File: src/rtl/ame_pkg.sv
// Shared AME definitions: field width, saturation limits and the denormalizer FSM states.
package ame_pkg;

  localparam int unsigned AME_FIELD_BITS = 48;

  localparam logic [AME_FIELD_BITS-1:0] AME_POS_MAX = 48'h7FFF_FFFF_FFFF;
  localparam logic [AME_FIELD_BITS-1:0] AME_NEG_MAX = 48'h8000_0000_0000;

  typedef enum logic [1:0] {
    ST_IDLE,
    ST_SHIFT,
    ST_FINAL
  } ame_denorm_state_t;

endpackage

File: src/rtl/ame_num_denormal_shl_stage.sv
// One log-step of the iterative left shifter: shift by step_i when enabled and
// report whether any significant bit (or the sign) would be lost.
// Optional macro: AME_DENORM_SAT_EN adds the overflow output.
module ame_shl_stage #(
  parameter int unsigned W  = 64,
  parameter int unsigned SW = $clog2(W)
) (
  input  logic [W-1:0]  acc_i,
  input  logic [SW-1:0] step_i,
  input  logic          en_i,
`ifdef AME_DENORM_SAT_EN
  output logic          ovf_c,
`endif
  output logic [W-1:0]  acc_c
);

  // Zero-filled shift; pass through untouched when this stage's bit is clear.
  always_comb begin
    acc_c = en_i ? (acc_i << step_i) : acc_i;
  end

`ifdef AME_DENORM_SAT_EN
  // The top step_i+1 bits must all equal the sign for the shift to be exact.
  always_comb begin
    ovf_c = 1'b0;
    for (int unsigned i = 0; i < W; i++) begin
      if (en_i && ((i + 32'(step_i)) >= (W - 1)) && (acc_i[i] != acc_i[W-1])) begin
        ovf_c = 1'b1;
      end
    end
  end
`endif

endmodule

File: src/rtl/ame_num_denormal.sv
// AME denormalizer: iterative saturating arithmetic left shift of a 48-bit
// signed field, one shift-amount bit per cycle, init/done handshake.
// Optional macro: AME_DENORM_SAT_EN (saturate on overflow, adds comp_sat_o);
// without it the result wraps to the low 48 bits, sign-extended.
module ame_num_denormal
  import ame_pkg::*;
#(
  parameter int unsigned COMP_DATA_BITS = 64
) (
  input  logic                               clk_i,
  input  logic                               rst_i,
  input  logic                               comp_init_i,
  output logic                               comp_busy_o,
  output logic                               comp_done_o,
  input  logic [$clog2(COMP_DATA_BITS)-1:0]  comp_shift_i,
  input  logic [COMP_DATA_BITS-1:0]          comp_data_i,
`ifdef AME_DENORM_SAT_EN
  output logic                               comp_sat_o,
`endif
  output logic [COMP_DATA_BITS-1:0]          comp_data_o
);

  localparam int unsigned W   = COMP_DATA_BITS;
  localparam int unsigned SW  = $clog2(COMP_DATA_BITS);
  localparam int unsigned FB  = AME_FIELD_BITS;
  localparam int unsigned EXT = W - FB;

  ame_denorm_state_t state_q, state_d;
  logic [W-1:0]      acc_q, acc_d;
  logic [SW-1:0]     shamt_q, shamt_d;
  logic [SW-1:0]     k_q, k_d;
  logic [W-1:0]      data_q, data_d;
  logic              busy_q, busy_d;
  logic              done_q, done_d;
`ifdef AME_DENORM_SAT_EN
  logic              sgn_q, sgn_d;
  logic              ovf_q, ovf_d;
  logic              sat_q, sat_d;
  logic              stage_ovf_c;
  logic [EXT:0]      top_c;
  logic              final_ovf_c;
`endif
  logic [W-1:0]      stage_acc_c;
  logic [SW-1:0]     stage_step_c;
  logic              stage_en_c;
  logic              unused_hi_c;

  // Bits above the 48-bit field are don't-care on input.
  assign unused_hi_c = ^comp_data_i[W-1:FB];

  // Current stage shifts by 2^k when bit k of the latched amount is set.
  assign stage_step_c = SW'(1) << k_q;
  assign stage_en_c   = shamt_q[k_q];

  ame_shl_stage #(
    .W  (W),
    .SW (SW)
  ) u_stage (
    .acc_i  (acc_q),
    .step_i (stage_step_c),
    .en_i   (stage_en_c),
`ifdef AME_DENORM_SAT_EN
    .ovf_c  (stage_ovf_c),
`endif
    .acc_c  (stage_acc_c)
  );

`ifdef AME_DENORM_SAT_EN
  // Result fits the 48-bit field only if bits [W-1:47] are all sign copies.
  assign top_c       = acc_q[W-1:FB-1];
  assign final_ovf_c = ovf_q | ~((&top_c) | ~(|top_c));
`endif

  // Next-state and datapath control.
  always_comb begin
    state_d = state_q;
    acc_d   = acc_q;
    shamt_d = shamt_q;
    k_d     = k_q;
    data_d  = data_q;
    busy_d  = 1'b0;
    done_d  = 1'b0;
`ifdef AME_DENORM_SAT_EN
    sgn_d   = sgn_q;
    ovf_d   = ovf_q;
    sat_d   = sat_q;
`endif
    unique case (state_q)
      ST_IDLE: begin
        if (comp_init_i) begin
          acc_d   = {{EXT{comp_data_i[FB-1]}}, comp_data_i[FB-1:0]};
          shamt_d = comp_shift_i;
          k_d     = '0;
          busy_d  = 1'b1;
          state_d = ST_SHIFT;
`ifdef AME_DENORM_SAT_EN
          sgn_d   = comp_data_i[FB-1];
          ovf_d   = 1'b0;
`endif
        end
      end
      ST_SHIFT: begin
        acc_d = stage_acc_c;
        k_d   = k_q + SW'(1);
`ifdef AME_DENORM_SAT_EN
        ovf_d = ovf_q | stage_ovf_c;
`endif
        if (k_q == SW'(SW - 1)) begin
          state_d = ST_FINAL;
        end else begin
          busy_d = 1'b1;
        end
      end
      ST_FINAL: begin
        done_d  = 1'b1;
        state_d = ST_IDLE;
`ifdef AME_DENORM_SAT_EN
        ovf_d = final_ovf_c;
        sat_d = final_ovf_c;
        if (final_ovf_c) begin
          data_d = sgn_q ? {{EXT{1'b1}}, AME_NEG_MAX} : {{EXT{1'b0}}, AME_POS_MAX};
        end else begin
          data_d = {{EXT{acc_q[FB-1]}}, acc_q[FB-1:0]};
        end
`else
        data_d = {{EXT{acc_q[FB-1]}}, acc_q[FB-1:0]};
`endif
      end
      default: begin
        state_d = ST_IDLE;
      end
    endcase
  end

  // State and output registers.
  always_ff @(posedge clk_i or posedge rst_i) begin
    if (rst_i) begin
      state_q <= ST_IDLE;
      acc_q   <= '0;
      shamt_q <= '0;
      k_q     <= '0;
      data_q  <= '0;
      busy_q  <= 1'b0;
      done_q  <= 1'b0;
`ifdef AME_DENORM_SAT_EN
      sgn_q   <= 1'b0;
      ovf_q   <= 1'b0;
      sat_q   <= 1'b0;
`endif
    end else begin
      state_q <= state_d;
      acc_q   <= acc_d;
      shamt_q <= shamt_d;
      k_q     <= k_d;
      data_q  <= data_d;
      busy_q  <= busy_d;
      done_q  <= done_d;
`ifdef AME_DENORM_SAT_EN
      sgn_q   <= sgn_d;
      ovf_q   <= ovf_d;
      sat_q   <= sat_d;
`endif
    end
  end

  assign comp_busy_o = busy_q;
  assign comp_done_o = done_q;
  assign comp_data_o = data_q;
`ifdef AME_DENORM_SAT_EN
  assign comp_sat_o  = sat_q;
`endif

endmodule
File: config.mk
export PLATFORM = sky130hd
export DESIGN_NAME = ame_num_denormal
export DESIGN_NICKNAME = d
export VERILOG_FILES = /design/src/rtl/ame_pkg.sv /design/src/rtl/ame_num_denormal_shl_stage.sv /design/src/rtl/ame_num_denormal.sv
export SDC_FILE = /design/constraint.sdc
export NUM_CORES = 1
export LEC_CHECK = 0
export BUFFER_PORTS_ARGS = -buffer_cell sky130_fd_sc_hd__clkbuf_2
export CORE_MARGIN = 4
export CORE_UTILIZATION = 45
export CTS_CLUSTER_DIAMETER = 40
export DETAILED_ROUTE_END_ITERATION = 10
export PLACE_DENSITY = 0.69
export SLEW_MARGIN = 20
export SYNTH_ARGS = -nofsm -noshare
export SYNTH_HDL_FRONTEND = slang
export SYNTH_SLANG_ARGS = --single-unit
File: constraint.sdc
create_clock -name clk_i -period 4.07 [get_ports clk_i]
set_input_delay 0.407 -clock clk_i [delete_from_list [all_inputs] [get_ports clk_i]]
set_output_delay 0.407 -clock clk_i [all_outputs]
set_load 0.01 [all_outputs]
Word level (Yosys, flattened, before mapping):

Cells that the tools add are included.

* memory bits (writable): 0
* output and inout port bits: 66
* register bits after elaboration: 128
* memories: 0
* bits in latches: 0
* logic and storage cells: 37
* memory bits (read-only): 0

* shift operators: 2
* bitwise gates (word level): 0
* reductions and logical operators: 6
* order comparisons: 1
* add/subtract/negate cells: 1
* multiply operators: 0
* divide/modulo/power cells: 0
* muxes and demuxes: 14
* equality and inequality tests: 6

Operators with widths (number)
* 2-to-1 mux 64 bit: 2
* one-hot mux 64 bit (2 select lines): 1
* left shift 64 x 6 -> 64 bit: 1
* one-hot mux 6 bit (2 select lines): 1
* adder 6 x 1 -> 6 bit, second input constant: 1
* equality test 6 x 3 -> 1 bit, second input constant: 1
* less-than comparator 6 x 4 -> 1 bit, second input constant: 1
* 2-to-1 mux 6 bit: 1
* AND reduction 2 bit: 3
* left shift 1 x 6 -> 6 bit, first input constant: 1
* 2-to-1 mux 1 bit: 4
* 2-to-1 mux 2 bit: 2
* != test 2 bit, second input constant: 2
* one-hot mux 2 bit (2 select lines): 1
* binary-select mux 1 bit (select 3 bit): 1
* AND reduction 3 bit: 1
* equality test 2 x 1 -> 1 bit, second input constant: 1
* equality test 2 bit, second input constant: 1
* logical NOT 2 bit: 1
* != test 2 x 1 -> 1 bit, second input constant: 1
* one-hot mux 1 bit (2 select lines): 1
* nonzero test 2 bit: 1

Logic depth before layout (Yosys ltp):

Gate-level depths: netlist of run 1.

* depth after elaboration: 4
* gate-level depth with buffers: 9

Hierarchy:

A second synthesis of run 1 with hierarchy kept.

* cell total of the unflattened synthesis: 1022
* area, all modules: 10085.9 um^2

By module, submodules not included
* ame_num_denormal: instances 1, cells an instance 522, area each 5662.9 um^2
* ame_shl_stage: instances 1, cells an instance 500, area each 4423.0 um^2

Worst setup path after synthesis of run 1:

No wires, ideal clock.

* path kind: reg-to-reg
* start point: register k_q[5]
* end point: register acc_q[33]
* period minus slack after synthesis: 1956 ps
* path slack: 2114 ps
* setup time: 122 ps
* arrival time: 1834 ps
* stages on the path, launching flop included: 8
* path buffers: 2
* cells stage by stage: dfrtp_1 > buf_2 > or4b_1 > buf_4 > nor2_4 > nand2_1 > o221a_1 > a32o_1

* word-level cells in the longest chain between the ends: 4

RTL lines
* start: declaration: line ame_num_denormal.sv:31 `logic [SW-1:0] k_q, k_d;`
* start signal: assignment: line ame_num_denormal.sv:154 `k_q <= k_d;`
* left shift 1 x 6 -> 6 bit: line ame_num_denormal.sv:52 `assign stage_step_c = SW'(1) << k_q;`
* left shift 64 x 6 -> 64 bit: line ame_num_denormal_shl_stage.sv:19 `acc_c = en_i ? (acc_i << step_i) : acc_i;`
* 2-to-1 mux 64 bit: line ame_num_denormal_shl_stage.sv:19
* one-hot mux 64 bit (2 select lines): line ame_num_denormal.sv:88 `unique case (state_q)`
* end signal: assignment: line ame_num_denormal.sv:139 `acc_q <= '0;`
* end signal: assignment: line ame_num_denormal.sv:152 `acc_q <= acc_d;`
* end: declaration: line ame_num_denormal.sv:29 `logic [W-1:0] acc_q, acc_d;`

No other way between the ends. The select of a mux whose other input is x is not followed.
A chain may end at the register's enable or synchronous reset.

Final worst setup path of run 1:

* start point: register k_q[3]
* end point: register acc_q[23]

The elaborated chain is that of the path after synthesis.

==> results of run 1 <==
cells in the final DEF (no fill, tap or decap), types with 6 or more instances in the layout:
master | Yosys | routed
clkbuf_2 | 0 | 122
dfrtp_1 | 112 | 110
mux2_2 | 58 | 58
nor2_1 | 58 | 57
nand2_1 | 52 | 52
o21ai_0 | 45 | 45
a21oi_1 | 41 | 41
mux2i_1 | 34 | 34
mux4_2 | 19 | 19
nor3_1 | 18 | 17
buf_4 | 25 | 17
o211ai_1 | 14 | 14
nand3_1 | 13 | 13
a22oi_1 | 11 | 11
a211oi_1 | 10 | 10
a221oi_1 | 10 | 10
a31oi_1 | 10 | 10
clkbuf_16 | 0 | 9
nor2b_1 | 8 | 8
nand2b_1 | 7 | 7
o2bb2ai_1 | 7 | 7
a32oi_1 | 7 | 7
a21o_1 | 6 | 6
and3_1 | 6 | 6
worst max-delay path: cells and delay by family, from the launching register on:
kind            cells  cell delay [ns]
flops               1             0.58
compound gates      2             0.44
simple gates        3             1.78
synthesized netlist by cell type (all sizes together) (7+ instances only):
cell type,count,share of area
mux2i,34,0.047
nor3,18,0.012
mux4,19,0.059
nand3,13,0.0090
mux2,58,0.090
nor2,62,0.037
nor2b,8,0.0069
o21ai,53,0.039
dfrtp,112,0.39
buf,57,0.049
nand2,52,0.027
a22oi,11,0.011
clkbuf,24,0.012
a211oi,10,0.010
a21oi,41,0.028
a32oi,7,0.0085
o211ai,14,0.015
nand2b,7,0.0061
a221oi,10,0.012
o2bb2ai,7,0.0085
a31oi,11,0.012
state kept, by name, indices dropped and copies added, names as in the netlist:
register / cells
comp_busy_o: 1
comp_done_o: 1
shamt_q: 6
state_q: 2
acc_q: 48
k_q: 6
comp_data_o: 48
per-stage QoR:
stage,cells,hold slack [ns],instance area [um2]
2_1_floorplan,725,0.473,7220
5_1_grt,1016,0.191,8140
3_5_place_dp,1000,0.491,7850
6_report,1016,0.116,8140
3_3_place_gp,1000,0.486,7850
4_1_cts,1016,0.147,8140
report_power, final:
group | switching (mW) | internal [mW]
logic | 2.96 | 2.12
registers | 0.937 | 1.64
clock network | 0.440 | 0.454
cell families (layout without fill, tap and decap cells):
kind of cell               count (synthesis)  in the layout
AOI/OAI and AO/OA                        214            214
and+or+nand+nor                          199            199
DFF                                      112            112
muxes                                    111            111
buffers and inverters                     87            162
adders and majority gates                  2              2
layer usage:
metal  GRT usage  routed length, um
met2       0.397              11000
met5           0                 10
met4       0.119                890
met1       0.390              10500
met3      0.0604               2320
worst max-delay path by stage:
stage | start | depth (start not counted) | to | slack, ns
6_report | k_q[3] | 5 | acc_q[23] | 1.14
5_1_grt | k_q[3] | 5 | acc_q[33] | 1.09
4_1_cts | k_q[3] | 5 | acc_q[23] | 1.24
3_5_place_dp | k_q[3] | 5 | acc_q[23] | 1.25
3_3_place_gp | k_q[3] | 5 | acc_q[23] | 1.28
2_1_floorplan | rst_i | 1 | acc_q[0] | 0.70
layout make-up:
cell class / count / area, um2
Inverter: 6 / 25.0
Clock inverter: 5 / 40.0
Tap cell: 216 / 270
Timing Repair Buffer: 140 / 758
Fill cell: 1483 / 7680
Multi-Input combinational cell: 526 / 3990
Clock buffer: 11 / 253
Sequential cell: 112 / 2810
==> metrics.yaml, run 1 <==
die:
  die_x_um: 135
  num_rows: 46
  dieHeight_um: 135
  io_pins: 139
  core_mm2: 0.0158
  die_area_mm2: 0.0181
  initial_core_util: 0.456
placement:
  dpl_worst_slack_ns: 1.25
  place_congestion: 1.00
  port_buffers: 122
  dpl.hpwl_um: 17100
flow_run:
  drv_cap: 0
final_layout:
  final_layout_size_suffix_gt1_frac: 0.326
  final_util: 0.515
  antenna_cells: 0
  area_growth_pct: 12.7
  final_nets: 870
global_route:
  grt_pass1_wl_um: 37700
  grt_util_all_layers: 0.272
  grt_pass1_vias: 6202
  antenna_found_initial: 1
  grt_start_max_net_pins: 59
  grt_overflow: 0
critical_path:
  reg2reg_depth: 5
  reg2reg_from: "k_q[3]"
  cp.arrival_ns: 3.18
  worst_setup_path_start_kind: "flop"
  worstPathCellList: "or3_1, nor2_2, nor2_1, a221oi_1, a31oi_1"
  worst_path_max_delay_cell: "or3_1"
  crit_fanout: 17
  slowest_delay_ns: 0.79
  r2r-end: "acc_q[23]"
  crit_required_ns: 4.32
  reg2reg_slack_ns: 1.14
  cp-end-kind: "flop"
  crit_type: "reg -> reg"
synth:
  yosysWarnings: 0
  synth_compound_area_frac: 0.208
  syn_area_mm2: 0.00722
  syn_avg_cell_area_um2: 9.96
  synth_edf_count: 0
  synth_xor_area_frac: 0
  synth_fp_nets: 800
  synthSimpleGateAreaFrac: 0.139
  async_flop_share: 1.00
  synth_top_family_by_area: "compound AO/OA/AOI/OAI gates"
  synthAdderAreaFrac: 0.00346
  ys_ff_latch: 112
  yosys-mux-area-fraction: 0.197
  synth_cell_types: 76
  synthCells: 725
  ys_seq_area_frac: 0.388
  synthFlopType: "dfrtp_1"
pwr:
  p_leak_nw: 3.56
  peakVddDrop_mv: 0.399
  p_total_mw: 8.54
  p_per_area_mw_per_mm2: 1050
cts:
  numCtsBuffers: 9
  cts_buffer_depth: 2
  cts-root-buf: "clkbuf_16"
  cts-resized-gates: 0
  ctsHoldBuffers: 0
  clk_pin_slew_ns: 0.08
  insertion_delay_ns: 0.38
  cts_tree: "yes"
  numClockSinks: 112
  h-tree-depth: 3
  post-cts-setup-buffer-count: 0
detailed_routing:
  vias: 6572
  dr.pass1.iters: 6
  viasPerCell: 6.47
  drt_iter0_drc: 870
  postRouteAntennaNets: 0
  wirelength_um: 24700
  wl_per_cell_um: 24.3
  drc: 0
timing:
  fmax_ghz: 0.342
  min_period_ns: 2.93
  finalClockSkew_ns: 0.00963
  maxSlewViolCount: 0
  hold_viol_final: 0
  post-route-period-util: 0.719
  rsz0062_at_grt: "no"
  worst_pin_slew_ns: 0.915
  slew_headroom: 0.387
  tns_ns: 0
  setup_viol: 0
  timing.final.ws_setup_ns: 1.14
worst_hold_path:
  hold_path_class: "in -> async"
status:
  status: "finished clean"
Note: power is estimated with default switching activity, not from simulation.
==> run 2: changes to the inputs <==
--- a/config.mk
+++ b/config.mk
@@ -10,7 +10,7 @@
 export CORE_UTILIZATION = 45
 export CTS_CLUSTER_DIAMETER = 40
 export DETAILED_ROUTE_END_ITERATION = 10
-export PLACE_DENSITY = 0.69
+export PLACE_DENSITY = 0.72
 export SLEW_MARGIN = 20
 export SYNTH_ARGS = -nofsm -noshare
 export SYNTH_HDL_FRONTEND = slang
==> constraint.sdc (replaced) <==
create_clock -name clk_i -period 2.6 [get_ports clk_i]
set_input_delay 0.26 -clock clk_i [delete_from_list [all_inputs] [get_ports clk_i]]
set_output_delay 0.26 -clock clk_i [all_outputs]
set_load 0.01 [all_outputs]
==> run 2 against run 1 <==
Fmax is 22% higher. Global-route usage is 0.80 points higher. Register-to-register slack worse by 0.95 ns. Flip-flop and latch count stayed put. Clock power is 58% higher. Power is 66% higher. Sequential power is 50% higher. Cell count is 4.5% higher. Critical path depth is 1 higher. Non-clock buffer count is 46 higher. Sequential share of layout area is 1.7 points lower.
==> metrics.yaml, run 2 (synthesized netlist as in run 1, its figures left out) <==
timing:
  hold_viol_final: 0  # unchanged
  tns_ns: 0  # unchanged
  min_period_ns: 2.40  # -0.525 ns
  slew_headroom: 0.589  # +0.202
  fmax_ghz: 0.417  # +22%
  finalClockSkew_ns: 0.00794  # -0.00169 ns
  hold_ws_ns: 0.125  # +0.00844 ns
  timing.final.ws_setup_ns: 0.200  # -0.945 ns
  setup_viol: 0  # unchanged
  post-route-period-util: 0.923  # +0.204
  worst_pin_slew_ns: 0.608  # -0.307 ns
  rsz0062_at_grt: "no"
  maxSlewViolCount: 0  # unchanged
detailed_routing:
  drc: 0  # unchanged
  drt_iter0_drc: 1101  # +27%
  wirelength_um: 25400  # +3.0%
  viasPerCell: 6.46  # about the same
  vias: 6864  # +4.4%
  wl_per_cell_um: 23.9  # -1.4%
  postRouteAntennaNets: 0  # unchanged
  dr.pass1.iters: 7  # +1
die:
  die_area_mm2: 0.0181  # unchanged
  die_x_um: 135  # unchanged
  num_rows: 46  # unchanged
  core_mm2: 0.0158  # unchanged
  dieHeight_um: 135  # unchanged
  io_pins: 139  # unchanged
  initial_core_util: 0.456  # unchanged
cts:
  clk_pin_slew_ns: 0.07  # about the same
  cts_buffer_depth: 2  # unchanged
  post-cts-setup-buffer-count: 0  # unchanged
  cts-root-buf: "clkbuf_16"
  numCtsBuffers: 9  # unchanged
  h-tree-depth: 3  # unchanged
  cts_tree: "yes"
  insertion_delay_ns: 0.36  # -0.02 ns
  numClockSinks: 112  # unchanged
global_route:
  grt_util_all_layers: 0.280  # +0.00802
  grt_start_max_net_pins: 50  # -15%
  grt_overflow: 0  # unchanged
  grt_pass1_vias: 6461  # +4.2%
  grt_pass1_wl_um: 39100  # +3.7%
  antenna_found_initial: 0  # -1
final_layout:
  multi_input_area_mm2: 0.00398  # -0.16%
  finalNonFillerCells: 1062  # +4.5%
  final_common_cell: "clkbuf_2"
  num-fill-cells: 1452  # -2.1%
  final_util: 0.541  # +0.0268
  seq_area_mm2: 0.00281  # unchanged
  antenna_cells: 0  # unchanged
  finalInstanceArea_mm2: 0.00857  # +5.2%
  final_cell_mix: "122 x clkbuf_2, 110 x dfrtp_1, 58 x mux2_2"
  final_layout_size_suffix_gt1_frac: 0.361  # +0.0343
  final_nets: 916  # +5.3%
  area_growth_pct: 18.6
worst_hold_path:
  min_path_cells: 2
  hold_path_class: "in -> reg"
pwr:
  p_per_area_mw_per_mm2: 1650  # +58%
  p_total_mw: 14.2  # +66%
  p_leak_nw: 3.81  # +7.2%
  peakVddDrop_mv: 0.656  # +65%
critical_path:
  worst_setup_path_start_kind: "flop"
  reg2reg_depth: 6  # +1
  crit_type: "reg -> reg"
  crit_fanout: 10  # -7
  cp-end-kind: "flop"
  crit_required_ns: 2.85  # -1.47 ns
  reg2reg_slack_ns: 0.20  # -0.95 ns
  cp.arrival_ns: 2.65  # -0.53 ns
placement:
  port_buffers: 122  # unchanged
  place_area_mm2: 0.00826  # +5.3%
  placed_cells: 1045  # +4.5%
  dpl_worst_slack_ns: 0.285  # -0.964 ns
  dpl.hpwl_um: 18400  # +7.8%
  place_congestion: 1.04  # +4.1%
status:
  status: "finished clean"
flow_run:
  drv_cap: 0  # unchanged
run 2: cell types whose count changed in the layout (fill, tap and decap cells not counted):
cell	previous run	this run
bufinv_16	0	1
buf_4	17	56
inv_4	1	0
buf_12	1	7
nor3b_2	0	1
clkbuf_1	0	1
clkinv_2	1	2
dlygate4sd3_1	0	1
nor3b_4	1	0
inv_8	1	0
clkbuf_8	2	1
run 2: worst paths after layout:
kind	end	start
hold / removal	shamt_q[0]	comp_shift_i[0]
min in group asynchronous	k_q[2]	rst_i
hold reg to reg	shamt_q[5]	shamt_q[5]
max in group asynchronous	acc_q[1]	rst_i
setup / recovery	acc_q[34]	k_q[2]
setup reg to reg	acc_q[34]	k_q[2]
run 2: critical path: stages (launching register included):
cell and delay, ns:
dfrtp_1 0.49, or4_1 0.62, buf_4 0.22, o31ai_2 0.36
nand2_1 0.11, o211a_1 0.15, o41ai_2 0.34
run 2: final cells by class:
| class | instances | area share |
|---|---|---|
| flip-flops and latches | 112 | 0.328 |
| clock inverters | 5 | 0.00657 |
| inverters | 6 | 0.00307 |
| repair buffers | 186 | 0.138 |
| well taps | 216 | 0.0315 |
| clock buffers | 11 | 0.0283 |
| multi-input cells | 526 | 0.465 |
run 2: layer usage:
layer  vias up  share of wire  GRT usage
met3        70           0.11     0.0533
met5         -              0          0
met1      3338           0.43      0.412
met4         0          0.026     0.0803
met2       476           0.44      0.424
li1       2980              -          -
run 2: timing repair:
item / in CTS / in global routing
endpoints found under the hold margin: 7 / 0
hold buffers: 1 / 0
resized for setup: 0 / 0
run 2: where the power goes:
part	switching (mW)	total [mW]	internal [mW]	leakage (nW)
Clock	0.635	1.41	0.773	0.145
Sequential	1.30	3.86	2.56	1.40
Combinational	5.04	8.91	3.87	2.27
Total	6.98	14.2	7.20	3.81
==> run 3: changes to the inputs <==
--- a/config.mk
+++ b/config.mk
@@ -10,7 +10,7 @@
 export CORE_UTILIZATION = 45
 export CTS_CLUSTER_DIAMETER = 40
 export DETAILED_ROUTE_END_ITERATION = 10
-export PLACE_DENSITY = 0.72
+export PLACE_DENSITY = 0.69
 export SLEW_MARGIN = 20
 export SYNTH_ARGS = -nofsm -noshare
 export SYNTH_HDL_FRONTEND = slang
==> constraint.sdc (replaced) <==
create_clock -name clk_i -period 2.93 [get_ports clk_i]
set_input_delay 0.293 -clock clk_i [delete_from_list [all_inputs] [get_ports clk_i]]
set_output_delay 0.293 -clock clk_i [all_outputs]
set_load 0.01 [all_outputs]
==> run 3 against run 2 <==
Non-clock buffer count decreased by 15. Largest power group unchanged. Clock skew decreased by 0.0013 ns. Worst hold slack improved by 0.038 ns. Combinational power shrank 16%. Global-route usage is 0.70 points lower. Wire length down 2.8%. Power fell by 13%. Largest cell class unchanged. Critical path type unchanged. Cell count fell by 1.4%. First-iteration DRC count fell by 23%.
==> metrics.yaml, run 3 (synthesized netlist as in run 1, its figures left out) <==
pwr:
  peakVddDrop_mv: 0.579  # -12%
  p_leak_nw: 3.72  # -2.5%
  combPwrFrac: 0.606  # -0.022
  p_per_area_mw_per_mm2: 1460  # -12%
  power_switching_mw: 6.08  # -13%
  power_frac_seq: 0.288  # +0.016
  clockPowerShare: 0.106  # +0.007
  p_int_mw: 6.20  # -14%
  netSwitchingFraction: 0.495  # +0.00319
global_route:
  grt_start_max_net_pins: 57  # +14%
  antenna_found_initial: 0  # unchanged
  grt_overflow: 0  # unchanged
  grt_pass1_vias: 6335  # -2.0%
  grt_pass1_wl_um: 38100  # -2.5%
  grt_util_all_layers: 0.273  # -0.00701
cts:
  numClockSinks: 112  # unchanged
  cts_buffer_depth: 2  # unchanged
  cts-resized-gates: 0  # unchanged
  h-tree-depth: 3  # unchanged
  numCtsBuffers: 9  # unchanged
  insertion_delay_ns: 0.36  # about the same
  ctsHoldBuffers: 1  # unchanged
  clk_pin_slew_ns: 0.08  # about the same
  cts_tree: "yes"
  cts-root-buf: "clkbuf_16"
  post-cts-setup-buffer-count: 0  # unchanged
detailed_routing:
  viasPerCell: 6.33  # -2.1%
  dr.pass1.iters: 5  # -2
  drc: 0  # unchanged
  vias: 6627  # -3.5%
  wirelength_um: 24700  # -2.8%
  postRouteAntennaNets: 0  # unchanged
  drt_iter0_drc: 843  # -23%
  wl_per_cell_um: 23.6  # -1.4%
die:
  dieHeight_um: 135  # unchanged
  num_rows: 46  # unchanged
  initial_core_util: 0.456  # unchanged
  die_x_um: 135  # unchanged
  core_mm2: 0.0158  # unchanged
  die_area_mm2: 0.0181  # unchanged
  io_pins: 139  # unchanged
final_layout:
  final_common_cell: "clkbuf_2"
  finalNonFillerCells: 1047  # -1.4%
  final_layout_size_suffix_gt1_frac: 0.350  # -0.0103
  final_nets: 901  # -1.6%
  antenna_cells: 0  # unchanged
  num-fill-cells: 1440  # -0.83%
  final_cell_mix: "122 x clkbuf_2, 110 x dfrtp_1, 58 x mux2_2"
  area_growth_pct: 16.4
critical_path:
  slowest_delay_ns: 0.74  # +0.12 ns
  cp.arrival_ns: 2.82  # +0.17 ns
  worstPathCellList: "or3_1, a2111oi_0, o31ai_1, a221oi_1, nor2_1"
  cp-end-kind: "flop"
  crit_required_ns: 3.18  # +0.33 ns
  crit_fanout: 14  # +4
  worst_path_max_delay_cell: "or3_1"
  crit_family: "compound AO/OA/AOI/OAI gates"
  crit_type: "reg -> reg"
  path_buf_inv: 0  # -1
  worst_setup_path_start_kind: "flop"
placement:
  port_buffers: 122  # unchanged
  place_congestion: 1.03  # -1.4%
  placed_cells: 1030  # -1.4%
  dpl.hpwl_um: 17700  # -4.0%
status:
  status: "finished clean"
worst_hold_path:
  hold_path_class: "in -> reg"
timing:
  post-route-period-util: 0.877  # -0.0464
  rsz0062_at_grt: "no"
  worst_pin_slew_ns: 0.763  # +0.156 ns
  maxSlewViolCount: 0  # unchanged
  finalClockSkew_ns: 0.00660  # -0.00134 ns
  setup_viol: 0  # unchanged
  hold_viol_final: 0  # unchanged
  fmax_ghz: 0.389  # -6.6%
  hold_ws_ns: 0.162  # +0.0377 ns
  tns_ns: 0  # unchanged
  slew_headroom: 0.491  # -0.0982
  min_period_ns: 2.57  # +0.169 ns
flow_run:
  drv_cap: 0  # unchanged
run 3: final timing paths:
path	start	endpoint	slack, ns	cells past startpoint
hold / removal	comp_data_i[9]	acc_q[9]	0.16	3
setup reg to reg	k_q[4]	acc_q[10]	0.36	5
max in group asynchronous	rst_i	acc_q[14]	1.60	4
hold reg to reg	shamt_q[3]	shamt_q[3]	0.51	1
min in group asynchronous	rst_i	comp_data_o[43]	0.53	3
setup / recovery	k_q[4]	acc_q[10]	0.36	5
run 3: power groups by stage:
stage	registers, mW	clock network (mW)	logic (mW)
after floorplan	3.01	0	5.38
after global placement	3.50	0	7.22
after detailed placement	3.51	0	7.29
after CTS	3.48	1.31	7.32
after global routing	3.61	1.39	8.03
final	3.53	1.30	7.45
run 3: layout make-up:
| class | count | area, um2 | share of cell area |
|---|---|---|---|
| clock buffers | 10 | 239 | 0.0284 |
| clock inverters | 6 | 72.6 | 0.00863 |
| inverters | 6 | 26.3 | 0.00313 |
| multi-input cells | 526 | 3980 | 0.474 |
| flip-flops and latches | 112 | 2810 | 0.334 |
| well taps | 216 | 270 | 0.0322 |
| repair buffers | 171 | 1010 | 0.120 |
run 3: worst reg2reg max path, stage by stage, from the launching register on:
cell and delay [ns]:
dfrtp_1 0.54, or3_1 0.74, a2111oi_0 0.52, o31ai_1 0.24
a221oi_1 0.35, nor2_1 0.07
run 3: stage by stage:
stage	instance area [um2]	utilization	worst slack, ns	power (mW)
after floorplan	7230	-	0.974	8.39
after global placement	8080	0.511	0.401	10.7
after detailed placement	8080	0.511	0.390	10.8
after CTS	8410	0.531	0.374	12.1
after global routing	8410	0.531	0.153	13.0
final	8410	0.531	0.361	12.3
run 3: layer usage:
metal	global-route usage	wire length, um
met4	0.111	845
met5	0	0
met2	0.401	10900
met3	0.0622	2450
met1	0.391	10600
